--- src/rtl/bcd_pkg.sv ---
// Shared types and helpers for the binary-to-BCD converter.
package bcd_pkg;

  typedef enum logic [1:0] {
    IDLE   = 2'd0,
    SHIFT  = 2'd1,
    FINISH = 2'd2
  } state_t;

  localparam int DIG_W = 4;

  // Double-dabble correction: a digit of 5 or more overflows past 9 once doubled.
  function automatic logic [DIG_W-1:0] bcd_adj3(input logic [DIG_W-1:0] d);
    return (d >= 4'd5) ? d + 4'd3 : d;
  endfunction

endpackage

--- src/rtl/bcd_digit_adj.sv ---
// One BCD digit of the add-3 correction stage, purely combinational.
module bcd_digit_adj
  import bcd_pkg::*;
(
  input  logic [DIG_W-1:0] digit,
  output logic [DIG_W-1:0] adj
);

  assign adj = bcd_adj3(digit);

endmodule

--- src/rtl/bin_to_bcd.sv ---
// Sequential shift-and-add-3 binary-to-BCD converter with start/busy/done handshake.
// state  | meaning
// IDLE   | waiting for start_i, outputs hold last result
// SHIFT  | one adjust+shift per cycle, BIN_W cycles
// FINISH | compute digit count, publish result on exit edge
module bin_to_bcd
  import bcd_pkg::*;
#(
  parameter int BIN_W  = 32,
  parameter int DIGITS = 10
) (
  input  logic                         clk_i,
  input  logic                         rst_ni,
  input  logic                         start_i,
  input  logic [BIN_W-1:0]             bin_i,
  output logic [DIG_W*DIGITS-1:0]      bcd_o,
  output logic [$clog2(DIGITS+1)-1:0]  ndig_o,
  output logic                         busy_o,
  output logic                         done_o
);

  localparam int ACC_W  = DIG_W * DIGITS;
  localparam int CNT_W  = (BIN_W > 1) ? $clog2(BIN_W) : 1;
  localparam int NDIG_W = $clog2(DIGITS+1);
  localparam logic [CNT_W-1:0] LAST = CNT_W'(BIN_W - 1);

  if (BIN_W < 1) begin : g_bin_w_chk
    $error("bin_to_bcd: BIN_W must be at least 1");
  end
  if (DIGITS < ((BIN_W * 1233) >> 12) + 1) begin : g_digits_chk
    $error("bin_to_bcd: DIGITS too small to hold the largest BIN_W-bit value");
  end

  state_t             state;
  logic [BIN_W-1:0]   shreg;
  logic [ACC_W-1:0]   acc;
  logic [ACC_W-1:0]   acc_adj;
  logic [CNT_W-1:0]   cnt;
  logic [NDIG_W-1:0]  ndig_calc;

  for (genvar k = 0; k < DIGITS; k++) begin : g_adj
    bcd_digit_adj u_adj (
      .digit (acc[k*DIG_W +: DIG_W]),
      .adj   (acc_adj[k*DIG_W +: DIG_W])
    );
  end

  // Highest nonzero digit wins; an all-zero result still prints one digit.
  always_comb begin
    ndig_calc = NDIG_W'(1);
    for (int k = 0; k < DIGITS; k++) begin
      if (acc[k*DIG_W +: DIG_W] != '0) ndig_calc = NDIG_W'(k + 1);
    end
  end

  always_ff @(posedge clk_i or negedge rst_ni) begin
    if (!rst_ni) begin
      state  <= IDLE;
      shreg  <= '0;
      acc    <= '0;
      cnt    <= '0;
      bcd_o  <= '0;
      ndig_o <= NDIG_W'(1);
      busy_o <= 1'b0;
      done_o <= 1'b0;
    end else begin
      done_o <= 1'b0;
      case (state)
        IDLE: begin
          if (start_i && !busy_o) begin
            shreg  <= bin_i;
            acc    <= '0;
            cnt    <= '0;
            busy_o <= 1'b1;
            state  <= SHIFT;
          end
        end
        SHIFT: begin
          acc   <= {acc_adj[ACC_W-2:0], shreg[BIN_W-1]};
          shreg <= shreg << 1;
          cnt   <= cnt + 1'b1;
          if (cnt == LAST) state <= FINISH;
        end
        FINISH: begin
          bcd_o  <= acc;
          ndig_o <= ndig_calc;
          busy_o <= 1'b0;
          done_o <= 1'b1;
          state  <= IDLE;
        end
        default: state <= IDLE;
      endcase
    end
  end

endmodule
--- config.mk ---
export PLATFORM = sky130hd
export DESIGN_NAME = bin_to_bcd
export DESIGN_NICKNAME = d
export VERILOG_FILES = /design/src/rtl/bcd_pkg.sv /design/src/rtl/bcd_digit_adj.sv /design/src/rtl/bin_to_bcd.sv
export SDC_FILE = /design/constraint.sdc
export NUM_CORES = 1
export LEC_CHECK = 0
export CORE_MARGIN = 4
export CORE_UTILIZATION = 59
export DETAILED_ROUTE_END_ITERATION = 7
export PLACE_DENSITY = 0.85
export SLEW_MARGIN = 20
export SYNTH_ARGS = -nofsm -noshare
export SYNTH_HDL_FRONTEND = slang
export SYNTH_SLANG_ARGS = --single-unit
--- constraint.sdc ---
create_clock -name clk_i -period 4.3 [get_ports clk_i]
set_input_delay 0.86 -clock clk_i [delete_from_list [all_inputs] [get_ports clk_i]]
set_output_delay 0.86 -clock clk_i [all_outputs]
set_load 0.02 [all_outputs]
==> impl_results.md <==
- Status: finished, final reports clean
- DIE WIDTH: 107.1 um
- CTS tree: yes
- Register area share after synthesis: 53.98%
- Hold_buf cts: 0
- Crit path max-delay family: buffers and inverters
- WP buf/inv: 1
- Sequential Area: 0.003129 mm2
- I/O Buffers: 80
- Final worst slack: 1.782 ns
- H-tree depth: 4
- Crit-path cells: clkdlybuf4s50_1
- Most common cell after layout, fill and taps aside: nand2_1
- EDFF count, synth: 0
- Post-layout net count: approximately 720
- Clock Tree Buf Depth: 2
- Root buf cell: clkbuf_8
- Post-synthesis simple-gate area fraction: 17.38%
- Setup tns final: 0 ns
- Post-synthesis average cell area: approximately 9.7 um2
- Max-cap viol count: 0
- PD cells: 757.7 mW/mm2
- FP Rows: 35
- Cells after synthesis: around 600
- Vias in the first global route: 4600
- Via density: approximately 5.7
- Critical path startpoint category: register
- Mapped Area: ~0.0058 mm2
- Synth Area in Compound Gates: ~16%
- Post-route ant nets: 0
- Drt total wl: between 10 and 15 mm
- Detailed Routing Iterations Pass 1: 5
- I/O Pins: about 80
- Worst EP required: 3.44 ns
- Core Footprint: approximately 0.0094 mm2
- Main synth FF type: dfrtp_1
- Drt initial violations: 278
- Final hold vios: 0
- Max Clock Freq: 0.3971 GHz
- Die height: 107.1 um
- Total grt overflow: 0
- Share of cells above drive strength 1: 8.235%
- Antenna diode count: 0
- Count of cell types in the netlist: 36
- Slew Viols, Final: 0
- Worst Max-Slew Pin Slew: 0.7557 ns
- Dpl hpwl: between 8 and 9 mm
- Cell leakage power: 3.365 nW
- PostCTS Resize Cnt: 0
- Pin count of the biggest net entering global routing: 71
- Fin crit period: 2.518 ns
- Critical path arrival: 1.66 ns
- # Post-CTS Setup Buffers: 0
- Pre-CTS WS: around 1.4 ns
- Largest family of logic cells by synthesized area: simple AND/OR/NAND/NOR gates
- Rel. slew slack: about half
- Final Wtd Congestion: approximately 0.83
- Syn Nets: around 650
- Most frequent cells in the layout: nand2_1, dfrtp_1, clkdlybuf4s50_1
- Worst clock skew: between 0.005 and 0.006 ns
- Multiplexer area fraction after synthesis: slightly above 2%
- Area Overhead vs Synth: 25.81%
- Final setup fails: 0
- Initial core utilization: between 60% and 70%
- Worst-path clk slew: 0.06 ns
- DRC: 0
- Adder-cell share of the synthesized area: approximately 4.7%
- Area of the multi-input gates: between 0.002 and 0.0025 mm2
- Crit Path Category: reg -> out
- Final cycle utilization of the critical path: between 50 and 60%
- GRT Total Usage: approximately a quarter
- Worst hold path type: in -> async
- Design Power: 5.526 mW
- First-pass GRT wire length: between 20 and 25 mm
- Crit path max fanout: 2
- Die footprint: ~0.011 mm2
- DR WL/cell: 15.89 um
- Initial antenna violation count: 0
- Async set or reset register ratio after synthesis: 100.0%
- Crit-path max cell delay: 0.60 ns
- Slowest CP cell: clkdlybuf4s50_1
- CTS sink count: 125
- Maximum vdd drop: ~0.39 mV
- Yosys warnings: 0
- Synth Register Bits: about 130
- Unrepaired setup endpoints after global routing: no
- Vias: 4650
- CTS buffer count: 17
- CP endpoint kind: primary output
- XOR/XNOR share of the synthesized area: a little under 2%
- Fillers: around 630
- Clock latency on the worst-skew pair: 0.52 ns
## final cells by class
type	count	area share [%]
clock buffer	21	5.884
clock inverter	11	2.299
inverter	21	1.081
multi-input combinational	415	33.78
sequential	125	42.91
tap	129	2.213
timing repair buffer	87	11.84
## worst paths after layout
check	startpoint	end	slack, ns	depth (start not counted)
max reg2reg	state[1]	acc[23]	2.12	5
max	ndig_o[0]	ndig_o[0]	1.78	1
max in group asynchronous	rst_ni	bcd_o[0]	3.08	2
min in group clk_i	bcd_o[31]	bcd_o[31]	0.47	2
min	rst_ni	bcd_o[20]	0.42	1
min reg2reg	bcd_o[31]	bcd_o[31]	0.47	2
## power by group
group,internal (mW),total [mW],switching [mW]
Clock,0.939,1.45,0.513
Combinational,0.933,2.10,1.17
Sequential,1.61,1.97,0.363
## flip-flops by register name (all words and copies together), names as in the netlist
register	count
done_o	1
acc	40
state	2
cnt	5
ndig_o	4
busy_o	1
bcd_o	40
shreg	32
## synth_stat cells, drive strengths merged, types with 2 or more instances
cell type,instances,area [um2]
o21ai,37,185.2
o2bb2ai,3,26.28
clkbuf,24,90.09
o31ai,11,82.58
nand2,182,683.2
a21oi,19,95.09
dfrtp,124,3103
nor3b,12,90.09
a32o,10,100.1
xor2,3,26.28
o22ai,25,156.4
nand2b,14,87.58
buf,11,50.04
ha,22,275.3
nor2,5,18.77
nor4b,3,53.80
a22oi,31,232.7
a211oi,2,15.01
or3b,5,43.79
mux2,7,78.83
xnor2,10,87.58
inv,21,78.83
mux2i,4,40.04
## kinds of logic after synthesis
logic type,Yosys count
AOI/OAI and AO/OA,143
xor gates and xnor gates,13
adders and majority gates,22
buffers and inverters,56
DFF,125
muxes,11
and+or+nand+nor,226
## per-layer routing
metal	wire length [um]	global-route usage, %	part of all wire, %	up-vias
li1	-	-	-	2200
met1	5281	28.33	41	2247
met2	6497	40.93	51	172
met3	822	5.960	6.4	31
met4	252	8.950	2.0	0
met5	0	0	0	-
## per-stage QoR
stage | hold slack, ns | cells | area (um2) | util [%]
CTS | 0.4371 | 809 | 7293 | 77.46
global placement | 0.4578 | 777 | 6696 | 71.12
floorplan | 0.4458 | 596 | 5797 | -
detailed placement | 0.4610 | 777 | 6696 | 71.12
finish | 0.4157 | 809 | 7293 | 77.46
global route | 0.4748 | 809 | 7293 | 77.46
Power figures use the tool's default switching activity.
